`config.mk`:
```
export PLATFORM = sky130hd
export DESIGN_NAME = mult_driver
export DESIGN_NICKNAME = d
export VERILOG_FILES = /design/src/rtl/mult_driver.sv
export SDC_FILE = /design/constraint.sdc
export NUM_CORES = 1
export LEC_CHECK = 0
export ABC_AREA = 1
export CORE_MARGIN = 2
export CORE_UTILIZATION = 25
export CTS_BUF_LIST = sky130_fd_sc_hd__clkbuf_4 sky130_fd_sc_hd__clkbuf_8 sky130_fd_sc_hd__clkbuf_16
export DETAILED_ROUTE_END_ITERATION = 6
export DONT_BUFFER_PORTS = 1
export PLACE_DENSITY = 0.36
export SETUP_SLACK_MARGIN = 0.02
export SLEW_MARGIN = 30
export SYNTH_ARGS = -nofsm -noshare
export SYNTH_HDL_FRONTEND = slang
export SYNTH_SLANG_ARGS = --single-unit
```
`constraint.sdc`:
```
create_clock -name clk -period 2.9 [get_ports clk]
set_input_delay 0.58 -clock clk [delete_from_list [all_inputs] [get_ports clk]]
set_output_delay 0.58 -clock clk [all_outputs]
set_load 0.02 [all_outputs]
```
`src/rtl/mult_driver.sv`:
```
// Initiator for the multiplier's valid_data / Done_Flag / ack four-phase handshake.
// Operands come in over valid/ready, and the product (or a timeout error) goes out over valid/ready.
module mult_driver #(
    parameter int WIDTH   = 32,
    parameter int TIMEOUT = 255
) (
    input  logic                 clk,
    input  logic                 reset,
    input  logic                 in_valid,
    output logic                 in_ready,
    input  logic [WIDTH-1:0]     in_a,
    input  logic [WIDTH-1:0]     in_b,
    output logic [WIDTH-1:0]     a,
    output logic [WIDTH-1:0]     b,
    output logic                 valid_data,
    input  logic                 Done_Flag,
    input  logic [2*WIDTH-1:0]   producto,
    output logic                 ack,
    output logic                 out_valid,
    input  logic                 out_ready,
    output logic [2*WIDTH-1:0]   out_producto,
    output logic                 out_error,
    output logic                 busy,
    output logic [15:0]          count
);

    typedef enum logic [1:0] {
        IDLE,
        REQ,
        ACK,
        OUT
    } state_t;

    localparam logic [15:0] TLAST = 16'(TIMEOUT - 1);

    state_t               state;
    state_t               state_next;
    logic [15:0]          tcnt;
    logic [15:0]          tcnt_next;
    logic [WIDTH-1:0]     a_next;
    logic [WIDTH-1:0]     b_next;
    logic                 valid_data_next;
    logic                 ack_next;
    logic                 out_valid_next;
    logic [2*WIDTH-1:0]   out_producto_next;
    logic                 out_error_next;
    logic [15:0]          count_next;

    assign in_ready = (state == IDLE);
    assign busy     = (state != IDLE);

    always_ff @(posedge clk or negedge reset) begin
        if (!reset) begin
            state <= IDLE;
        end else begin
            state <= state_next;
        end
    end

    // Done_Flag is checked before the timeout, so a response on the last cycle still counts as success.
    always_comb begin
        state_next        = state;
        a_next            = a;
        b_next            = b;
        valid_data_next   = valid_data;
        ack_next          = ack;
        out_valid_next    = out_valid;
        out_producto_next = out_producto;
        out_error_next    = out_error;
        count_next        = count;
        tcnt_next         = tcnt;

        case (state)
            IDLE: begin
                if (in_valid) begin
                    a_next          = in_a;
                    b_next          = in_b;
                    valid_data_next = 1'b1;
                    state_next      = REQ;
                end
            end
            REQ: begin
                if (Done_Flag) begin
                    out_producto_next = producto;
                    valid_data_next   = 1'b0;
                    ack_next          = 1'b1;
                    state_next        = ACK;
                end else if (tcnt == TLAST) begin
                    valid_data_next   = 1'b0;
                    out_producto_next = '0;
                    out_error_next    = 1'b1;
                    out_valid_next    = 1'b1;
                    state_next        = OUT;
                end
            end
            ACK: begin
                if (!Done_Flag) begin
                    ack_next       = 1'b0;
                    out_error_next = 1'b0;
                    out_valid_next = 1'b1;
                    state_next     = OUT;
                end else if (tcnt == TLAST) begin
                    ack_next       = 1'b0;
                    out_error_next = 1'b1;
                    out_valid_next = 1'b1;
                    state_next     = OUT;
                end
            end
            OUT: begin
                if (out_ready) begin
                    out_valid_next = 1'b0;
                    out_error_next = 1'b0;
                    count_next     = count + 16'd1;
                    state_next     = IDLE;
                end
            end
            default: begin
                state_next = IDLE;
            end
        endcase

        if (state_next != state) begin
            tcnt_next = '0;
        end else if (state == REQ || state == ACK) begin
            tcnt_next = tcnt + 16'd1;
        end
    end

    always_ff @(posedge clk or negedge reset) begin
        if (!reset) begin
            a            <= '0;
            b            <= '0;
            valid_data   <= 1'b0;
            ack          <= 1'b0;
            out_valid    <= 1'b0;
            out_producto <= '0;
            out_error    <= 1'b0;
            count        <= '0;
            tcnt         <= '0;
        end else begin
            a            <= a_next;
            b            <= b_next;
            valid_data   <= valid_data_next;
            ack          <= ack_next;
            out_valid    <= out_valid_next;
            out_producto <= out_producto_next;
            out_error    <= out_error_next;
            count        <= count_next;
            tcnt         <= tcnt_next;
        end
    end

endmodule

```
Word-level counts from Yosys, hierarchy flattened
Index checks and enable logic that the tools add are counted.
Widths: inputs -> output; s select.

word-level totals
  flip-flop bits (word level) = 166

operators by class
  multiplexer cells = 26
  reductions and logical operators = 14
  eq/ne operators = 11
  add/subtract/negate cells = 2

operators by type and width
  kind                   number
  $mux 64                2
  $add 16x1->16 const B  2
  $mux 16                2
  $eq 16x8->1 const B    1
  $mux 1                 12
  $mux 2                 5
  $reduce_bool 2->1      5
  $reduce_and 3->1       3
  $ne 2x2->1 const B     4
  $pmux 2 s4             1
  $ne 3x3->1 const B     2
  $pmux 1 s3             2
  $reduce_and 2->1       3
  $eq 2x2->1 const B     2
  $pmux 1 s2             2
  $reduce_bool 3->1      1
  $eq 2x1->1 const B     1
  $logic_not 2->1        1
  $ne 2x2->1             1
  $logic_or 1x1->1       1

Logic depth before layout (Yosys ltp)
Gate-level depths: netlist of the first run.

  depth after elaboration = 6
  mapped depth = 16

Least setup slack after synthesis of the first run
No wires, ideal clock.

  path type = reg2reg
  from = register state[1]
  to = register tcnt[14]
  data required time = 2776 ps
  stages on the path, launching flop included = 12
  setup slack = 1020 ps
  period minus slack after synthesis = 1880 ps
  arrival time = 1755 ps
  cells stage by stage = dfrtp_1 > inv_1 > ha_1 > buf_4 > nand2_2 > nor2_4 > nand3_1 > nor2_2 > nand4_1 > nor2_1 > xnor2_1 > nor2_4

on the way
  longest elaborated chain between the ends = 5
  elaborated cells on any way between the ends = 14
  those cells by class = eq/ne: 4; mux: 7; reduce/logical: 3

RTL lines
  item                                                 RTL line  source
  from (decl)                                          36        state_t state;
  from (signal assigned)                               56        state <= state_next;
  $mux 2                                               88, 102
  $mux 2 (on tied branches)                            97, 83
  $pmux 2 s4                                           73        case (state)
  $ne 2x2->1                                           122       if (state_next != state) begin
  $mux 16 / $reduce_bool 2->1 (equally long branches)  n/a
  to (signal assigned)                                 149       tcnt <= tcnt_next;
  to (decl)                                            38        logic [15:0] tcnt;

Several ways; a longest one is shown, not always the timed one.
A chain may end at the register's enable or synchronous reset.

Worst setup path in the final report of the first run
  from = register state[1]
  to = output busy

on the way
  longest elaborated chain between the ends = 1

RTL lines
  item               RTL line  source
  $reduce_bool 2->1  50        assign busy = (state != IDLE);
  to (decl)          23        output logic busy,

Every way passes these cells.

==> results.yml, run 1 <==
synthesis:
  synth_async_sr_flop_share_pct: 100
  yosysUniqueCellTypes: 34
  seq_area_frac_synth_pct: 61.6
  synth_nets: 787
  synth_top_area_share_pct: 61.6
  synth_compound_area_share_pct: 9.64
  synth_top_family_by_area: "simple AND/OR/NAND/NOR gates"
  synth.area.mux_share_pct: 0
  syn-cell-area_um2: 6740
  netlist_instances: 647
  avgSynthCellArea_um2: 10.4
  synth_most_common_cell: "nand2_1"
  ys_top_cells_by_count: "nand2_1, dfrtp_1, a22o_1"
  synth-edff-count: 0
  yosys.area_share.xor_xnor_pct: 3.38
  yosysTopAreaCell: "dfrtp_1"
  synth_area_leaders: "dfrtp_1, nand2_1, a22o_1"
  synthAdderAreaFrac_pct: 1.30
  ys_ff_latch: 166
  synthSimpleGateAreaFrac_pct: 20.3
  synthFlopType: "dfrtp_1"
  ys_warn_count: 0
status:
  status: "complete, but fails checks"
  violations: "hold timing"
routing:
  drt-initial-drc-count: 197
  drcViolationCount: 0
  postRouteAntennaNets: 0
  drt_wl_total_um: 17400
  dr.pass1.iters: 4
  vias_per_cell: 4.45
  avgRoutedWirePerCell_um: 17.5
  vias: 4437
die:
  rows: 60
  die_w_um: 168
  die-area_um2: 28300
  start_util_pct: 25.2
  ios: 283
  fp.dieH_um: 168
  core-area_um2: 26700
setup_path:
  slowest_delay_ns: 0.46
  cp-start-kind: "flop"
  criticalPathCategory: "reg2out"
  arrival_ns: 1.66
  cp_cell_sequence: "inv_1 -> ha_1 -> inv_1"
  end_kind: "primary output"
  crit_slowest_cell: "dfrtp_1"
  crit_required_ns: 2.32
  critical_path.max_fanout: 6
  cp_common_cell: "inv_1"
timing:
  worstMarginPinSlew_ns: 0.753
  rsz0062_at_grt: "false"
  finalClockSkew_ns: 0.0152
  slew_violations: 0
  fin_crit_sh_pct: 77.2
  slew_headroom_pct: 49.8
  finalHoldViolCount: 166
  setup_viol: 0
  timing.setup.tns_ns: 0
  min_period_ns: 2.24
  max_freq_mhz: 447
  fin_hold_ws_ns: -0.155
global_routing:
  grtUsageMet2_pct: 19.7
  top_usage_layer: "met2"
  met1_usage_pct: 15.3
  antenna_found_initial: 0
  gr-usage-met3_pct: 4.14
  grt_use_total_pct: 12.2
  grt_max_degree: 167
  grt_pass1_wl_um: 26700
  grt_pass1_vias: 4532
  grt-ovfl-total: 0
power:
  irDropWorstVdd_mv: 0.465
  power.density_nw_per_um2: 1210
  cellLeakagePower_uw: 0.00377
cells_and_area:
  nets: 782
  synthToLayoutAreaGrowth_pct: 13.7
  final_util_pct: 28.7
  fin_cells: 996
  n_antenna_cell: 0
  stdcell_area_um2: 7660
  layout-drive-gt1-share_pct: 12.7
clock_network:
  htreeDepth: 4
  cts_tree: "done"
  clkTransAtPathRegs_ns: 0.07
  clock-root-buffer: "clkbuf_16"
  clock-sinks: 166
  clkLatencyLatePin_ns: 0.43
  cts_max_path_buffers: 2
  post_cts_buffers: 0
  cts-resized-gates: 0
  cts_buffers: 17
place:
  dp_hpwl_um: 11800
  placed_cell_area_um2: 7080
  place_congestion: 0.768
  place_inst: 964
  io_buffer_count: 0
min_path:
  min_path_type: "in2async"
run:
  max-cap-violations: 0
## layer usage
metal | vias to the layer above | part of all wire, %
met5 | - | 0
met4 | 0 | 1.7
met3 | 21 | 7.6
met2 | 180 | 48
met1 | 2152 | 43
li1 | 2084 | -
## registers in the layout, summed over array words and instances (netlist names)
name          flops
b                32
valid_data        1
tcnt             16
state             2
a                32
ack               1
out_valid         1
out_producto     64
count            16
out_error         1
## stage by stage
stage          power (uW)  setup WS [ns]  hold slack, ns
6_report             9280          0.662          -0.155
5_1_grt              9890          0.441          -0.187
4_1_cts              9430          0.602          -0.182
3_5_place_dp         7120          0.656           0.291
3_3_place_gp         7080          0.762           0.291
2_1_floorplan        6510           1.02           0.284
## critical path: cells and delay by family, from the launching register on
| kind | cells | cell delay (ns) |
|---|---|---|
| fa+ha+maj | 1 | 0.41 |
| buf+inv | 2 | 0.36 |
| flops | 1 | 0.46 |
## power by group
part / switching [uW] / leakage (uW) / total (uW) / internal (uW)
clock: 1090 / 0.000284 / 2250 / 1150
combinational: 1200 / 0.00139 / 1970 / 774
sequential: 1850 / 0.00210 / 5060 / 3210
## path summary, 6_finish.rpt
| check | start | endpoint | slack (ns) | depth (start not counted) |
|---|---|---|---|---|
| setup / recovery | state[1] | busy | 0.66 | 3 |
| hold / removal | reset | ack | -0.15 | 0 |
| setup reg to reg | state[1] | tcnt[0] | 0.70 | 10 |
| hold reg to reg | tcnt[15] | tcnt[15] | 0.58 | 2 |
| max in group asynchronous | reset | tcnt[1] | 2.59 | 0 |
| min in group clk | in_a[10] | a[10] | 0.25 | 2 |
## placed cells by master, fill, tap and decap left out
master        n
a21o_1        1
a21oi_1       4
a22o_1       64
a22oi_1       1
a31oi_1       4
buf_12        1
buf_4         4
clkbuf_16    17
clkinv_2      1
clkinv_4      1
clkinv_8      2
clkinvlp_4    1
dfrtp_1     166
ha_1          7
inv_1        22
inv_2         8
inv_6         5
inv_8         5
nand2_1     234
nand2_2      12
nand2_4       1
nand3_1       7
nand3_2       2
nand4_1       4
nand4_2       1
nor2_1       25
nor2_2        6
nor2_4       12
nor3_1        1
nor3_4        1
o211ai_1      1
o21ai_0       3
o22ai_1       1
or2_1         1
or2_2         2
or2_4         1
xnor2_1       8
xor2_1       18
## kinds of logic after synthesis
family,count (synthesis)
AOI/OAI and AO/OA,79
xor gates and xnor gates,26
adders and majority gates,7
buffers and inverters,59
DFF,166
and+or+nand+nor,310
## layout make-up
cell class	instances	area (um^2)
clock buffers	17	425
clock inverters	15	154
fillers	2772	19100
inverters	30	113
multi-input cells	422	2340
flip-flops and latches	166	4150
well taps	341	427
repair buffers	5	50.0
Power figures use the tool's default switching activity.
==> run 2: changes to the inputs <==
==> constraint.sdc (replaced) <==
create_clock -name clk -period 2.2 [get_ports clk]
set_input_delay 0.44 -clock clk [delete_from_list [all_inputs] [get_ports clk]]
set_output_delay 0.44 -clock clk [all_outputs]
set_load 0.02 [all_outputs]
==> run 2 against run 1 <==
  * The run still ends with hold timing left
  * Clock-buffer cell count rose by 1
  * Total power up 33%
  * Highest routed layer unchanged
  * Clock power rose by 32%
==> results.yml, run 2 (synthesis results as in run 1) <==
routing:
  avgRoutedWirePerCell_um: 17.0
  drcViolationCount: 0
  dr.pass1.iters: 4
  vias: 4498
  drt_wl_total_um: 17100
  postRouteAntennaNets: 0
  vias_per_cell: 4.49
  drt-initial-drc-count: 232
setup_path:
  crit_required_ns: 1.76
  end_kind: "primary output"
  reg2reg_to: "tcnt[15]"
  crit_slowest_cell: "dfrtp_1"
  r2r-start: "state[1]"
  criticalPathCategory: "reg2out"
  critPathCapture: "busy"
  cp-start-kind: "flop"
  worst-path-stages: 4
  slowest_delay_ns: 0.42
  cp_cell_sequence: "inv_1 -> ha_1 -> inv_1 -> buf_4"
  cp_top_family: "flip-flops"
  crit_start: "state[0]"
  critical_path.max_fanout: 5
  crit_buf_inv: 3
  ff2ff_setup_slack_ns: 0.23
  r2r_cells: 12
  arrival_ns: 1.55
  cp_common_cell: "inv_1"
place:
  dp_hpwl_um: 11900
  place_inst: 969
  place_congestion: 0.766
  placed_cell_area_um2: 7160
  io_buffer_count: 0
  place_ws_ns: 0.140
cells_and_area:
  most-common-layout-cells: "nand2_1, dfrtp_1, a22o_1"
  final_common_cell: "nand2_1"
  stdcell_area_um2: 7740
  largestRegisters: "out_producto (64), a (32), b (32)"
  layout-drive-gt1-share_pct: 13.5
  synthToLayoutAreaGrowth_pct: 14.9
  nets: 787
  largest_register: "out_producto"
  fin_cells: 1001
  largest_register_ffs: 64
  n_antenna_cell: 0
global_routing:
  grt_pass1_wl_um: 26200
  grt_pass1_vias: 4610
  grt_use_total_pct: 11.9
  antenna_found_initial: 0
  grt-ovfl-total: 0
  grt_max_degree: 167
clock_network:
  cts_buffers: 17
  clock-sinks: 166
  cts_tree: "done"
  clkTransAtPathRegs_ns: 0.07
  cts_max_path_buffers: 2
  clkLatencyLatePin_ns: 0.42
  htreeDepth: 4
  clock-root-buffer: "clkbuf_16"
power:
  p_seq_share_pct: 54.0
  p_int_uw: 6970
  irDropWorstVdd_mv: 0.608
  swShare_pct: 43.7
  power.density_nw_per_um2: 1600
  pwr-share-comb_pct: 22.1
  power.total_uw: 12400
  clock_power_share_pct: 23.9
  switchingPower_uw: 5400
  cellLeakagePower_uw: 0.00381
run:
  max-cap-violations: 0
timing:
  timing.setup.tns_ns: 0
  finalHoldViolCount: 166
  finalClockSkew_ns: 0.0111
  min_period_ns: 1.99
  slew_headroom_pct: 66.6
  setup_viol: 0
  max_freq_mhz: 503
  fin_crit_sh_pct: 90.4
  fin_hold_ws_ns: -0.282
  slew_violations: 0
  setup_slack_ns: 0.212
  worstMarginPinSlew_ns: 0.500
  rsz0062_at_grt: "false"
die:
  start_util_pct: 25.2
  fp.dieH_um: 168
  rows: 60
  core-area_um2: 26700
  ios: 283
  die-area_um2: 28300
  die_w_um: 168
status:
  violations: "hold timing"
  status: "complete, but fails checks"
min_path:
  min_path_type: "in2async"
## run 2: changes by cell type in the layout (fill, tap and decap cells not counted), moves of 2 or more
cell	delta
clkinv_8	-2
clkinv_4	+2
buf_12	+3
inv_8	-2
buf_4	+2
## run 2: what timing repair did
action | in CTS | in global routing
endpoints found under the hold margin | 166 | 166
gates resized for setup | 0 | 2
buffers inserted | 0 | 0
endpoints found under the setup margin | 0 | 7
## run 2: final cells by class
type                    count  area (um^2)
repair buffers             10          125
well taps                 341          427
fillers                  2724        19000
clock inverters            14          143
clock buffers              18          433
inverters                  30          113
flip-flops and latches    166         4160
multi-input cells         422         2350
## run 2: per-stage QoR
stage	utilization (%)	hold WS [ns]
3_5_place_dp	26.8	0.155
2_1_floorplan	-	0.144
5_1_grt	29.0	-0.316
6_report	29.0	-0.282
4_1_cts	28.9	-0.313
3_3_place_gp	26.8	0.152
## run 2: worst min-delay path by stage
| stage | startpoint | endpoint | cells past startpoint |
|---|---|---|---|
| 2_1_floorplan | reset | a[0] | 0 |
| 3_3_place_gp | reset | out_error | 0 |
| 3_5_place_dp | reset | valid_data | 0 |
| 4_1_cts | reset | valid_data | 0 |
| 5_1_grt | reset | ack | 0 |
| 6_report | reset | valid_data | 0 |
## run 2: layer usage
metal | GRT usage [%] | up-vias | share of wire, %
met5 | 0 | - | 0
met4 | 4.24 | 0 | 1.7
met3 | 3.55 | 15 | 6.4
met2 | 19.4 | 183 | 50
met1 | 15.0 | 2212 | 42
li1 | - | 2088 | -
## run 2: power by group through the flow
| stage | logic [uW] | registers [uW] | clock network, uW |
|---|---|---|---|
| finish | 2730 | 6680 | 2960 |
| global route | 3090 | 6820 | 3220 |
| CTS | 2750 | 6690 | 3090 |
| detailed placement | 2740 | 6730 | 0 |
| global placement | 2660 | 6780 | 0 |
| floorplan | 2230 | 6350 | 0 |
==> edit, RTL diff (flow settings as in run 2) <==
Change the parameter `WIDTH` from 32 to 64.
--- a/src/rtl/mult_driver.sv
+++ b/src/rtl/mult_driver.sv
@@ -2,5 +2,5 @@
 // Operands come in over valid/ready, and the product (or a timeout error) goes out over valid/ready.
 module mult_driver #(
-    parameter int WIDTH   = 32,
+    parameter int WIDTH   = 64,
     parameter int TIMEOUT = 255
 ) (
Interface: changed (6 resized); port bits go from 283 to 539. No check against the original RTL was run, so the function may have changed too.
==> edit against run 2 <==
  * The run still ends with hold timing left
  * Die area up 69%
  * Clock power up 94%
  * Final area up 85%
  * Power up 88%
  * Clock skew down 0.51 ps
  * Area after synthesis up 71%
  * Sequential cell count up 128
  * Worst hold slack worse by 110 ps
  * Setup slack worse by 57 ps
  * Routed wire length up 120%
  * Utilization up 2.6 points
==> edit: results (changes against run 2) <==
{
  "clock_network": {
    "cts-htree-levels": {"value": 2, "change": "-2"},
    "clock_insertion_delay_worst_skew": {"value": 530, "unit": "ps", "change": "+110 ps"},
    "cts_buffers": {"value": 36, "change": "+19"},
    "clkTransAtPathRegs": {"value": 50, "unit": "ps", "change": "-20 ps"},
    "cts.path.max_buffers": {"value": 3, "change": "+1"},
    "cts_hold_buffers": 102
  },
  "placement": {
    "gpl.final_weighted_congestion": {"value": 0.7643, "change": "-0.22%"},
    "placed_cell_area": {"value": 12130, "unit": "µm²", "change": "+69%"},
    "place_hpwl": {"value": 25230, "unit": "µm", "change": "+110%"}
  },
  "sta": {
    "relSlewSlack": {"value": 0.5654, "change": "-0.1010"},
    "fin_skew": {"value": 10.56, "unit": "ps", "change": "-0.5064 ps"},
    "whs": {"value": -396.4, "unit": "ps", "change": "-114.2 ps"},
    "report.final.hold_viol_count": {"value": 294, "change": "+77%"}
  },
  "logic_synthesis": {
    "synth_nets": {"value": 1339, "change": "+70%"},
    "top_area_cells_in_the_synthesized_netlist": "dfrtp_1 64%, nand2_1 14%, a22o_1 9.8%, xor2_1 1.6%, buf_6 1.4%",
    "yosys_warnings": {"value": 0, "change": "unchanged"},
    "synth_common_cells": "425 x nand2_1, 294 x dfrtp_1, 128 x a22o_1",
    "sequential_cell_area_fraction_in_the_yosys_report": {"value": 0.6402, "change": "+0.02376"}
  },
  "worst_setup_path": {
    "highest_fanout_seen_on_the_critical_path": {"value": 5, "change": "unchanged"},
    "crit_arrival": {"value": 1600, "unit": "ps", "change": "+50 ps"}
  },
  "status": {
    "violations": "hold timing",
    "status": "finished, violations left"
  },
  "global_route": {
    "grt_pass1_wl": {"value": 53270, "unit": "µm", "change": "+100%"},
    "vias_in_the_first_global_route": {"value": 8286, "change": "+80%"},
    "number_of_antenna_violations_at_the_first_check_in_global_routing": {"value": 4, "change": "+4"},
    "grt_max_degree": {"value": 295, "change": "+77%"},
    "globalRouteTotalUtil": {"value": 0.1470, "change": "+0.02827"}
  },
  "cells_and_area": {
    "post_route_cells_drive_above_1_share": {"value": 0.1008, "change": "-0.03409"},
    "finalNetCount": {"value": 1439, "change": "+83%"},
    "num-fill-cells": {"value": 4652, "change": "+71%"},
    "largest_registers": "out_producto (128), a (64), b (64)"
  },
  "drt": {
    "drt_first_iter_violations": {"value": 489, "change": "+110%"},
    "postRouteWirelength": {"value": 36670, "unit": "µm", "change": "+120%"},
    "drt-pass1-iter-count": {"value": 6, "change": "+2"},
    "num_vias": {"value": 7981, "change": "+77%"}
  },
  "power": {
    "ir_worst_vdd": {"value": 0.7681, "unit": "mV", "change": "+26%"},
    "leakage": {"value": 7.022, "unit": "nW", "change": "+84%"}
  },
  "hold_path": {
    "worst_min_path_class": "in2async"
  }
}
[edit: cell count changes in the layout (fill, tap and decap cells not counted), moves of 5 or more]
cell                  run 2  this run
a22o_1                   64       128
buf_12                    4         9
clkbuf_16                17        37
clkbuf_4                  1         8
clkbuf_8                  0         5
dfrtp_1                 165       294
dlygate4sd3_1             0       102
nand2_1                 234       424
[edit: final cells by class]
cell class,count,area share
antenna,2,0.0003497
clock buffer,50,0.07369
clock inverter,8,0.004895
inverter,33,0.009178
multi-input combinational,686,0.2568
sequential,294,0.5140
tap,600,0.05245
timing repair buffer,120,0.08864
[edit: metrics by stage]
step / total power [mW] / utilization / setup WS [ps] / std cells / hold slack, ps
global route: 24.63 / 0.3154 / 37.53 / 1793 / -437.6
global placement: 17.37 / 0.2672 / 194.8 / 1628 / 151.3
detailed placement: 17.35 / 0.2672 / 115.7 / 1628 / 151.7
finish: 23.21 / 0.3154 / 155.0 / 1793 / -396.4
floorplan: 15.53 / - / 294.9 / 1071 / 144.4
CTS: 23.42 / 0.3145 / 52.94 / 1788 / -438.6
[edit: logic make-up after synthesis]
family	after synthesis	share of synthesized area
simple gates	505	0.1841
xor+xnor	28	0.02134
fa+ha+maj	7	0.007621
compound gates	146	0.1059
buf+inv	91	0.04083
flops	294	0.6402
[edit: final timing paths]
check	startpoint	endpoint	slack (ps)	cells past startpoint
max	state[0]	busy	160	4
min	reset	b[12]	-400	0
min in group clk	in_a[63]	a[63]	30	2
min reg2reg	tcnt[15]	tcnt[15]	550	2
max reg2reg	state[1]	tcnt[14]	220	11
max in group asynchronous	reset	a[29]	2180	0
[edit: metal layers]
metal  vias to the layer above  global-route usage  part of all wire
met5                         -                   0           0.00035
met4                         2             0.04649             0.024
met3                        53             0.06639              0.11
met2                       389              0.2441              0.49
met1                      3851              0.1686              0.37
li1                       3686                   -                 -
[edit: worst max-delay path: stages, from the launching register on]
cell and delay, ps:
dfrtp_1 410, inv_1 150, ha_2 280, inv_1 70, buf_4 160
[edit: power breakdown]
| group | switching (mW) | internal, mW | leakage [nW] | total, mW |
|---|---|---|---|---|
| registers | 4.94 | 7.69 | 3.69 | 12.6 |
| clock network | 2.31 | 3.44 | 0.563 | 5.75 |
| logic | 2.66 | 2.16 | 2.76 | 4.83 |
[edit: timing repair]
item                       in CTS  in global routing
buffers inserted                0                  3
gates resized for setup         0                  1
setup endpoints to repair       0                 17
hold endpoints to repair      396                294
